--- src/rtl/uart_rx_ctrl.sv ---
// rtl/uart_rx_ctrl.sv - UART_RX config owner with idle-guarded reconfiguration and FWFT byte FIFO (option: UART_RX_CTRL_FLUSH_ON_CFG_EN)
module uart_rx_ctrl #(
  parameter int FIFO_DEPTH = 4,
  parameter int IDLE_BITS  = 2,
  parameter int CNT_W      = 8
) (
  input  logic                          clk_based_on_prescale,
  input  logic                          asy_reset,
  input  logic                          RX_IN,
  input  logic                          cfg_req,
  input  logic [5:0]                    cfg_prescale,
  input  logic                          cfg_par_en,
  input  logic                          cfg_par_type,
  output logic                          cfg_ack,
  output logic                          cfg_err,
  output logic [5:0]                    prescale,
  output logic                          parity_enable,
  output logic                          parity_type,
  input  logic [7:0]                    rx_data,
  input  logic                          rx_valid,
  output logic [7:0]                    out_data,
  output logic                          out_valid,
  input  logic                          out_ready,
  output logic [$clog2(FIFO_DEPTH):0]   fifo_count,
  output logic [CNT_W-1:0]              overflow_cnt,
  output logic                          line_busy
);

  localparam int AW = $clog2(FIFO_DEPTH);
  localparam int CW = AW + 1;
  // wide enough for IDLE_BITS * largest 6-bit prescale
  localparam int QW = $clog2(IDLE_BITS * 63 + 1);

  typedef enum logic [2:0] {C_IDLE, C_WAIT, C_APPLY, C_ACK, C_DONE} cfg_state_t;

  cfg_state_t     state, state_nxt;
  logic           latch_en, apply_en, req_ok;
  logic [5:0]     lat_prescale;
  logic           lat_par_en, lat_par_type, err_q;
  logic [QW-1:0]  quiet, qt;
  logic           rx_valid_q, push_req, do_push, pop, full, drop, flush;
  logic [AW-1:0]  wr_ptr, rd_ptr;
  logic [7:0]     mem [FIFO_DEPTH];

  assign req_ok    = (cfg_prescale == 6'd8) || (cfg_prescale == 6'd16) || (cfg_prescale == 6'd32);
  assign qt        = QW'(IDLE_BITS) * QW'(prescale);
  assign line_busy = (quiet < qt);
  assign cfg_err   = cfg_ack & err_q;

  // Idle-line counter: counts consecutive RX_IN=1 cycles, saturating at the current threshold
  always_ff @(posedge clk_based_on_prescale or negedge asy_reset) begin
    if (!asy_reset)       quiet <= '0;
    else if (!RX_IN)      quiet <= '0;
    else if (quiet < qt)  quiet <= quiet + QW'(1);
    else                  quiet <= qt;
  end

  // Config FSM state register
  always_ff @(posedge clk_based_on_prescale or negedge asy_reset) begin
    if (!asy_reset) state <= C_IDLE;
    else            state <= state_nxt;
  end

  // Config FSM next state and strobes
  always_comb begin
    state_nxt = state;
    latch_en  = 1'b0;
    apply_en  = 1'b0;
    cfg_ack   = 1'b0;
    case (state)
      C_IDLE:  if (cfg_req) begin
                 latch_en  = 1'b1;
                 state_nxt = req_ok ? C_WAIT : C_ACK;
               end
      C_WAIT:  if (!line_busy) state_nxt = C_APPLY;
      C_APPLY: begin
                 apply_en  = 1'b1;
                 state_nxt = C_ACK;
               end
      C_ACK:   begin
                 cfg_ack   = 1'b1;
                 state_nxt = C_DONE;
               end
      C_DONE:  if (!cfg_req) state_nxt = C_IDLE;
      default: state_nxt = C_IDLE;
    endcase
  end

  // Request latch and active configuration driving UART_RX
  always_ff @(posedge clk_based_on_prescale or negedge asy_reset) begin
    if (!asy_reset) begin
      lat_prescale  <= 6'd8;
      lat_par_en    <= 1'b0;
      lat_par_type  <= 1'b0;
      err_q         <= 1'b0;
      prescale      <= 6'd8;
      parity_enable <= 1'b0;
      parity_type   <= 1'b0;
    end else begin
      if (latch_en) begin
        lat_prescale <= cfg_prescale;
        lat_par_en   <= cfg_par_en;
        lat_par_type <= cfg_par_type;
        err_q        <= ~req_ok;
      end
      if (apply_en) begin
        prescale      <= lat_prescale;
        parity_enable <= lat_par_en;
        parity_type   <= lat_par_type;
        err_q         <= 1'b0;
      end
    end
  end

`ifdef UART_RX_CTRL_FLUSH_ON_CFG_EN
  assign flush = apply_en;
`else
  assign flush = 1'b0;
`endif

  assign push_req  = rx_valid & ~rx_valid_q;
  assign out_valid = (fifo_count != '0);
  assign out_data  = mem[rd_ptr];
  assign full      = (fifo_count == CW'(FIFO_DEPTH));
  assign pop       = out_valid & out_ready & ~flush;
  assign do_push   = push_req & (~full | pop) & ~flush;
  assign drop      = push_req & full & ~pop & ~flush;

  // rx_valid edge detector so a stretched strobe captures one byte
  always_ff @(posedge clk_based_on_prescale or negedge asy_reset) begin
    if (!asy_reset) rx_valid_q <= 1'b0;
    else            rx_valid_q <= rx_valid;
  end

  // FIFO storage; contents are don't-care until counted valid
  always_ff @(posedge clk_based_on_prescale) begin
    if (do_push) mem[wr_ptr] <= rx_data;
  end

  // FIFO pointers, occupancy and saturating drop counter
  always_ff @(posedge clk_based_on_prescale or negedge asy_reset) begin
    if (!asy_reset) begin
      wr_ptr       <= '0;
      rd_ptr       <= '0;
      fifo_count   <= '0;
      overflow_cnt <= '0;
    end else if (flush) begin
      wr_ptr     <= '0;
      rd_ptr     <= '0;
      fifo_count <= '0;
    end else begin
      if (do_push) wr_ptr <= wr_ptr + AW'(1);
      if (pop)     rd_ptr <= rd_ptr + AW'(1);
      case ({do_push, pop})
        2'b10:   fifo_count <= fifo_count + CW'(1);
        2'b01:   fifo_count <= fifo_count - CW'(1);
        default: fifo_count <= fifo_count;
      endcase
      if (drop && (overflow_cnt != {CNT_W{1'b1}})) overflow_cnt <= overflow_cnt + CNT_W'(1);
    end
  end

endmodule

--- config.mk ---
export PLATFORM = sky130hd
export DESIGN_NAME = uart_rx_ctrl
export DESIGN_NICKNAME = d
export VERILOG_FILES = /design/src/rtl/uart_rx_ctrl.sv
export SDC_FILE = /design/constraint.sdc
export NUM_CORES = 1
export LEC_CHECK = 0
export ABC_AREA = 1
export CAP_MARGIN = 20
export CORE_ASPECT_RATIO = 0.9
export CORE_UTILIZATION = 47
export CTS_BUF_LIST = sky130_fd_sc_hd__clkbuf_4 sky130_fd_sc_hd__clkbuf_8
export DETAILED_ROUTE_END_ITERATION = 8
export PLACE_DENSITY = 0.74
export SLEW_MARGIN = 20
export SYNTH_ARGS = -nofsm -noshare
export SYNTH_HDL_FRONTEND = slang
export SYNTH_SLANG_ARGS = --single-unit
--- constraint.sdc ---
create_clock -name clk_based_on_prescale -period 1.7 [get_ports clk_based_on_prescale]
set_clock_uncertainty 0.15 [all_clocks]
set_input_delay 0.17 -clock clk_based_on_prescale [delete_from_list [all_inputs] [get_ports clk_based_on_prescale]]
set_output_delay 0.17 -clock clk_based_on_prescale [all_outputs]
set_load 0.005 [all_outputs]
# Word-level counts from Yosys, hierarchy flattened
# Memory sizes are Yosys's and may differ from the RTL's.
# Cells that the tools add are included.
[word_totals]
regBits = 43
mem_bits_rw = 32
inputBits = 22
output_inout_bits = 31
elab_cells = 71
memories = 1
[mem_list]
columns = ["memory", "words", "word_bits", "rd", "rd_ports_with_merged_regs", "wr", "line_no", "rtl"]
rows = [
  ["mem", 4, 8, 1, 0, 1, "43", "logic [7:0] mem [FIFO_DEPTH];"],
]
[op_classes]
addsub = 6
n_lt_le_gt_ge = 1
eq_ne = 14
n_mux = 16
bitwise_logic = 11
n_reduce_logical = 8
[op_table]
columns = ["operator", "count"]
rows = [
  ["$pmux W3 S5", 1],
  ["$mux W7", 2],
  ["$mux W3", 3],
  ["$add A8 B1 Y8 const B", 1],
  ["$mux W1", 8],
  ["$ne A8 B8 Y1 const B", 1],
  ["$add A7 B1 Y7 const B", 1],
  ["$lt A7 B7 Y1", 1],
  ["$and A1 B1 Y1", 6],
  ["$eq A3 B2 Y1 const B", 2],
  ["$eq A3 B3 Y1 const B", 2],
  ["$eq A6 B4 Y1 const B", 1],
  ["$eq A6 B5 Y1 const B", 1],
  ["$eq A6 B6 Y1 const B", 1],
  ["$ne A2 B2 Y1 const B", 3],
  ["$pmux W3 S2", 1],
  ["$add A2 B1 Y2 const B", 2],
  ["$not A1 Y1", 4],
  ["$reduce_bool A2 Y1", 2],
  ["$add A3 B1 Y3 const B", 1],
  ["$eq A3 B1 Y1 const B", 1],
  ["$logic_not A3 Y1", 1],
  ["$reduce_and A3 Y1", 1],
  ["$reduce_bool A3 Y1", 1],
  ["other kinds (7)", 8],
]

# Depth between registers and ports, before layout
# Gate-level depths: netlist (run 1).
[logic_depth]
word_depth = 6
ltp_mapped = 11
ltp_nobuf = 11

# Least setup slack after synthesis (run 1)
# OpenSTA, ideal clock, no wires.
[synth_path]
kind = "register to register"
start = "register fifo_count[0]"
end = "register fifo_count[2]"
setup_ns = 0.063
t_arrival_ns = 1.599
path_slack_ns = -0.111
stages_incl_launch_ff = 11
n_path_buf = 0
path_cell_list = "dfrtp_1 nor2_2 nand2_1 nand3_1 inv_1 fa_1 inv_1 nand3_1 nand3_1 nand2_1 inv_1"
[synth_via]
elab_chain_len = 6
word_cells_on_any_way = 12
classes_between = "add/sub (2); eq/ne (3); mux (1); bitwise (4); reduce/logical (2)"
[synth_lines]
columns = ["element", "line_no", "rtl"]
rows = [
  ["start: declaration", "24", "output logic [$clog2(FIFO_DEPTH):0] fifo_count,"],
  ["start signal: assignment", "155", "2'b10: fifo_count <= fifo_count + CW'(1);"],
  ["start signal: assignment", "156", "2'b01: fifo_count <= fifo_count - CW'(1);"],
  ["start signal: assignment", "157", "default: fifo_count <= fifo_count;"],
  ["$reduce_bool A3 Y1 *", "122", "assign out_valid = (fifo_count != '0);"],
  ["via out_valid", "22", "output logic out_valid,"],
  ["$and A1 B1 Y1 *", "125", "assign pop = out_valid & out_ready & ~flush;"],
  ["$or A1 B1 Y1", "126", "assign do_push = push_req & (~full | pop) & ~flush;"],
  ["$and A1 B1 Y1", "126", ""],
  ["$eq A2 B1 Y1 or $eq A2 B2 Y1 (tied branches)", "154", "case ({do_push, pop})"],
  ["$pmux W3 S2 or $reduce_bool A2 Y1 (tied branches)", "-", ""],
]
# Mark *: on every way through the listed nets, which the timed path passes. The rest lies on a longest branch.
# A chain may end at the register's enable or synchronous reset.

# Worst setup path in the final report (run 1)
[layout_path]
start = "register prescale[3]"
end = "output line_busy"
[layout_via]
elab_chain_len = 1
[layout_lines]
columns = ["element", "line_no", "rtl"]
rows = [
  ["start: declaration", "16", "output logic [5:0] prescale,"],
  ["start signal: assignment", "107", "prescale <= lat_prescale;"],
  ["$lt A7 B7 Y1", "47", "assign line_busy = (quiet < qt);"],
  ["end: declaration", "26", "output logic line_busy"],
]
# No other way between the ends.

==> results of run 1 <==
==> state kept, by name (all words and copies together), names as in the netlist, 2 cells and up <==
name,flops
state,3
overflow_cnt,8
wr_ptr,2
quiet,7
lat_prescale,6
mem,32
fifo_count,3
rd_ptr,2
prescale,6
==> cells in the final DEF, fill, tap and decap left out, drive strengths merged, types with 2 or more instances in the layout <==
cell           Yosys  layout
dlygate4sd2        0       2
a21oi              5       5
xor2               7       7
clkinvlp           0       2
nand2             89      89
edfxtp            32      32
o22ai              8       8
dlymetal6s2s       0       3
inv               42      41
clkinv             0       2
dfstp              2       2
ha                11      11
nor2              55      55
buf                5      76
dfrtp             41      41
nand3             19      19
o21ai             33      33
bufinv             0       2
nand3b             2       2
xnor2              6       6
clkdlybuf4s50      0      35
clkbuf             2      12
==> what timing repair did <==
action	4_1_cts	5_1_grt
setup endpoints to repair	30	36
endpoints found under the hold margin	33	0
setup buffers	10	7
resized for setup	81	63
hold buffers	1	0
pin swaps	21	32
gates cloned	0	1
==> report_power, final <==
part           internal [mW]  switching (mW)
logic                   2.17            2.20
clock network          0.878           0.622
registers               2.39           0.294
==> metal layers <==
| metal | vias to the layer above | track usage [%] | routed length [µm] |
|---|---|---|---|
| li1 | 1429 | - | - |
| met1 | 1320 | 25.9 | 3320 |
| met3 | 9 | 5.49 | 274 |
| met4 | 0 | 5.54 | 93 |
| met2 | 62 | 35.0 | 3780 |
| met5 | - | 0 | 0 |
==> through the flow <==
stage	worst slack (ns)	utilization, %	total power [mW]	cells
after floorplan	0.00907	-	4.47	364
after global routing	-0.385	71.5	9.20	584
after CTS	-0.297	67.8	7.96	579
after detailed placement	-0.271	63.3	6.28	555
final	-0.291	71.5	8.55	584
after global placement	-0.237	63.3	6.13	555
==> worst max-delay path, delay by kind of cell, from the launching register on <==
family | cells | cell delay, ns
flip-flops | 1 | 0.54
buffers and inverters | 3 | 0.20
adder cells (fa/ha/maj) | 1 | 0.27
AO/OA/AOI/OAI | 1 | 0.13
AND/OR/NAND/NOR | 3 | 0.18
==> how the worst max path moves through the flow <==
stage / from / endpoint / depth (start not counted)
3_3_place_gp: prescale[3] / line_busy / 8
2_1_floorplan: fifo_count[1] / fifo_count[2] / 10
4_1_cts: prescale[3] / line_busy / 8
5_1_grt: prescale[3] / line_busy / 8
6_report: prescale[3] / line_busy / 8
3_5_place_dp: prescale[3] / line_busy / 8
==> cell families (layout without fill, tap and decap cells) <==
family,Yosys count,in the layout,share of synthesized area (%)
xor+xnor,13,13,3.30
compound gates,48,48,7.72
flops,75,75,59.1
simple gates,167,167,19.6
buf+inv,49,176,5.69
fa+ha+maj,12,12,4.57
==> layout make-up <==
type,instances,share of cell area (%)
repair buffers,118,21.0
flip-flops and latches,75,40.3
clock inverters,5,1.53
inverters,42,3.24
well taps,93,2.30
multi-input cells,240,28.8
clock buffers,11,2.87
==> results.md, run 1 <==
- Run status: finished with violations
- Failing checks: negative setup slack
- Clock buffer depth: 2
- Power Dens Cells: 1690 nW/µm²
- Syn Inst Count: 364
- Final WL: 7.47 mm
- Fin. max-slew vios: 0
- Die area: 7690 µm²
- I/O pin total: 53
- Setup-failing EPs final: 11
- Post-DR wirelength/cell: 12.8 µm
- Final estimated routing congestion in global placement: 0.828
- H-tree depth: 3
- Port Buffers: 52
- Mapped Area: 3450 µm²
- Drt via density: 4.83
- Layout Area Growth over Synthesis: 46.7%
- Final Worst Setup Slack: -0.291 ns
- Hold Crit Start: rx_valid
- Root buf cell: clkbuf_8
- CTS Buf Count: 9
- Vias in the first global route: 2808
- Worst hold path depth: 1
- Detailed Place HPWL: 5.10 mm
- Hold_ws: 0.150 ns
- Sequential share of the synthesized area: 59.1%
- Clock latency on the worst-skew pair: 0.34 ns
- # diodes: 0
- Layout cells sized above 1: 32.8%
- Final hold vios: 0
- Worst stage delay on the critical path: 0.54 ns
- Core area: 7080 µm²
- FMAX: 502 MHz
- Area after DPL: 4480 µm²
- Rows: 29
- Reg2Reg Depth: 10
- Setup crit start kind: flip-flop
- First-pass GRT wire length: 12.4 mm
- Post-Layout Inst Area: 5060 µm²
- Ys flop type: dfrtp_1
- Hold Path Sink: rx_valid_q
- Layout Nets: 520
- Max IR drop VDD: 0.958 mV
- Iteration-0 DRC Markers: 121
- Worst Max-Slew Pin Slew: 0.458 ns
- Antenna Nets Post-Route: 0
- Syn nets: 398
- CP required: 1.38 ns
- Count leader, synth: nand2_1
- Flop2flop setup slack: -0.07 ns
- Synth area leaders: dfrtp_1, edfxtp_1, nand2_1
- Part of the cycle the worst path needs: 117%
- Post-synth EDFFs: 32
- CTS tree: yes
- Cell Chain, Critical Path: inv_2 > ha_4 > nand2_2 > a21oi_2 > nor2_2 > nand2_2 > inv_2 > buf_2
- Reg2reg end: quiet[3]
- RSZ-0062 raised after global routing: true
- Synth warnings: 0
- Static Leak: 2.32 nW
- Worst r2r src: prescale[3]
- Initial core utilization: 48.8%
- Rel. slew slack: 69.5%
- Critical path type: reg2out
- Mapped Avg Cell Area: 9.48 µm²
- Synth cell count leaders: nand2_1, nor2_1, dfrtp_1, inv_1, edfxtp_1
- Area of the multi-input gates: 1460 µm²
- FF+latch count, synth: 75
- DRC violations left: 0
- 1st-pass router iterations: 6
- GR Overflow Total: 0
- Largest net degree at the start of global routing: 20
- Worst-path clk slew: 0.07 ns
- Vias after detailed routing: 2820
- Crit Path Max Fanout: 2
- Distinct cells, synth: 28
- GRT Overall Usage: 20.6%
- Die span in y: 83.3 µm
- CP arrival: 1.67 ns
- Max_cap viols: 0
- Filler Cell Count: 522
- Post-synth top area share: 29.7%
- Slowest-stage cell, CP: dfstp_2
- Num Clock Sinks: 75
- Leading area contributor after synthesis: dfrtp_1
- Initial antenna violation count: 0
- CP endpoint kind: output port
- Hold crit path type: in2reg
- Setup TNS: -0.653 ns
- Synth async-reset ratio: 57.3%
- Die Wd: 92.3 µm
- Sequential cell area: 2040 µm²
- Fin crit period: 1.99 ns
Note: power is estimated with default switching activity, not from simulation.
==> inputs of run 2 (changes only) <==
--- a/config.mk
+++ b/config.mk
@@ -11,7 +11,8 @@
 export CORE_UTILIZATION = 47
 export CTS_BUF_LIST = sky130_fd_sc_hd__clkbuf_4 sky130_fd_sc_hd__clkbuf_8
 export DETAILED_ROUTE_END_ITERATION = 8
-export PLACE_DENSITY = 0.74
+export HOLD_SLACK_MARGIN = 0.12
+export PLACE_DENSITY = 0.76
 export SLEW_MARGIN = 20
 export SYNTH_ARGS = -nofsm -noshare
 export SYNTH_HDL_FRONTEND = slang
==> run 2 against run 1 <==
Net effect:
- the flow still finishes with violations (negative setup slack)
- routed wire length increased by 9.7%
- global-route usage increased by 1.8 points
- cell area decreased by 0.82%
- critical path type unchanged
- largest cell class unchanged
- highest routed layer unchanged
==> results.md, run 2 (synthesis gave the netlist of run 1 again) <==
- Post-Layout Inst Area: 5020 µm² (was 5060 µm²)
- Reg power frac: 32.1% (was 31.4%)
- Largest regs: mem: 32 flops, overflow_cnt: 8 flops, quiet: 7 flops (unchanged)
- Post-DR wirelength/cell: 13.9 µm (was 12.8 µm)
- Post-layout total power: 8.40 mW (was 8.55 mW)
- CP endpoint kind: output port (unchanged)
- Filler Cell Count: 511 (was 522)
- Vias after detailed routing: 2923 (was 2820)
- CP arrival: 1.67 ns (about the same)
- Initial antenna violation count: 0 (unchanged)
- Die Wd: 92.3 µm (unchanged)
- 1st-pass router iterations: 4 (was 6)
- Max_cap viols: 0 (unchanged)
- Final estimated routing congestion in global placement: 0.798 (was 0.828)
- DRC violations left: 0 (unchanged)
- Crit Path Max Fanout: 2 (unchanged)
- Part of the cycle the worst path needs: 117% (about the same)
- Port Buffers: 52 (unchanged)
- GR Overflow Total: 0 (unchanged)
- # diodes: 0 (unchanged)
- Setup-failing EPs final: 11 (unchanged)
- CTS tree: yes (unchanged)
- Run status: finished with violations (unchanged)
- Antenna Nets Post-Route: 0 (unchanged)
- Clock power frac: 16.3% (was 17.5%)
- Comb pwr share: 51.6% (was 51.1%)
- H-tree depth: 3 (unchanged)
- Final Worst Setup Slack: -0.286 ns (was -0.291 ns)
- CTS Buf Count: 9 (unchanged)
- Initial core utilization: 48.8% (unchanged)
- Final hold vios: 0 (unchanged)
- Layout Area Growth over Synthesis: 45.5% (was 46.7%)
- Drt via density: 4.97 (was 4.83)
- Sw power: 3.17 mW (was 3.12 mW)
- Place WS: -0.288 ns (was -0.271 ns)
- Vias in the first global route: 2925 (was 2808)
- Internal Pwr Total: 5.23 mW (was 5.44 mW)
- Rel. slew slack: 74.2% (was 69.5%)
- Layout Nets: 524 (was 520)
- Max reg flops: 32 (unchanged)
- Static Leak: 2.29 nW (was 2.32 nW)
- FMAX: 503 MHz (was 502 MHz)
- RSZ-0062 raised after global routing: true (unchanged)
- Detailed Place HPWL: 5.45 mm (was 5.10 mm)
- Setup crit start kind: flip-flop (unchanged)
- Core area: 7080 µm² (unchanged)
- Clock buffer depth: 2 (unchanged)
- Most flops, register: mem (unchanged)
- Largest net degree at the start of global routing: 30 (was 20)
- Power Dens Cells: 1670 nW/µm² (was 1690 nW/µm²)
- First-pass GRT wire length: 13.3 mm (was 12.4 mm)
- Max IR drop VDD: 1.11 mV (was 0.958 mV)
- Hold crit path type: in2async (was in2reg)
- Root buf cell: clkbuf_8 (unchanged)
- CP required: 1.38 ns (about the same)
- Most frequent cells in the layout: nand2_1, buf_4, dfrtp_1 (unchanged)
- Fin. max-slew vios: 0 (unchanged)
- Clock latency on the worst-skew pair: 0.35 ns (was 0.34 ns)
- Hold_ws: 0.129 ns (was 0.150 ns)
- Layout cells sized above 1: 33.3% (was 32.8%)
- Rows: 29 (unchanged)
- I/O pin total: 53 (unchanged)
- Most common cell after layout, fill and taps aside: nand2_1 (unchanged)
- Final WL: 8.19 mm (was 7.47 mm)
- Fin crit period: 1.99 ns (about the same)
- Worst Max-Slew Pin Slew: 0.388 ns (was 0.458 ns)
- Num Clock Sinks: 75 (unchanged)
- GRT Overall Usage: 22.4% (was 20.6%)
- Switching portion of total power: 37.8% (was 36.4%)
- Die span in y: 83.3 µm (unchanged)
- Critical path type: reg2out (unchanged)
- Area after DPL: 4480 µm² (about the same)
- Iteration-0 DRC Markers: 138 (was 121)
- Worst-path clk slew: 0.08 ns (was 0.07 ns)
- Die area: 7690 µm² (unchanged)
- Failing checks: negative setup slack (unchanged)
-- run 2: routing by layer --
layer | global-route usage (%) | share of wire [%]
met1 | 27.5 | 44
met2 | 37.3 | 51
met3 | 6.50 | 4.0
met4 | 8.24 | 1.7
met5 | 0 | 0
-- run 2: power groups by stage --
stage / sequential (mW) / combinational (mW) / clock [mW]
3_3_place_gp: 2.65 / 3.54 / 0
5_1_grt: 2.74 / 4.79 / 1.48
2_1_floorplan: 2.69 / 1.78 / 0
4_1_cts: 2.65 / 3.81 / 1.40
6_report: 2.70 / 4.33 / 1.37
3_5_place_dp: 2.67 / 3.70 / 0
-- run 2: stage by stage --
step                TNS [ns]  instances  util [%]
floorplan                  0        364         -
global placement       -4.53        554      63.3
detailed placement     -6.60        554      63.3
CTS                   -0.622        581      67.6
global route           -2.15        588      71.0
finish                -0.740        588      71.0
-- run 2: timing repair --
action                     4_1_cts  5_1_grt
hold endpoints to repair        42        0
setup endpoints to repair       31       48
gates cloned                     1        4
hold buffers                     1        0
setup buffers                   12        8
gates resized for setup         70       72
pin swaps                       15       22
-- run 2: path summary, 6_finish.rpt --
| path | startpoint | to | slack [ns] | cells past startpoint |
|---|---|---|---|---|
| min in group clk_based_on_prescale | rx_valid | rx_valid_q | 0.15 | 1 |
| max reg2reg | prescale[3] | quiet[6] | -0.13 | 10 |
| max in group asynchronous | asy_reset | lat_prescale[3] | 0.71 | 3 |
| max | prescale[3] | line_busy | -0.29 | 8 |
| min | asy_reset | quiet[3] | 0.13 | 2 |
| min reg2reg | quiet[0] | quiet[0] | 0.32 | 1 |
-- run 2: critical path, cell delays in order, from the launching register on --
cell	delay, ns
dfstp_2	0.55
inv_2	0.06
ha_4	0.26
nand2_2	0.05
a21oi_2	0.13
nor2_2	0.06
nand2_2	0.07
inv_2	0.04
buf_2	0.11
-- run 2: area by class of cell --
cell class	instances	area (µm²)	area share [%]
Clock buffer	12	146	2.92
Multi-Input combinational cell	241	1460	29.1
Tap cell	93	116	2.32
Sequential cell	75	2040	40.6
Inverter	42	168	3.34
Timing Repair inverter	2	15.0	0.299
Timing Repair Buffer	119	1020	20.3
Clock inverter	4	53.8	1.07
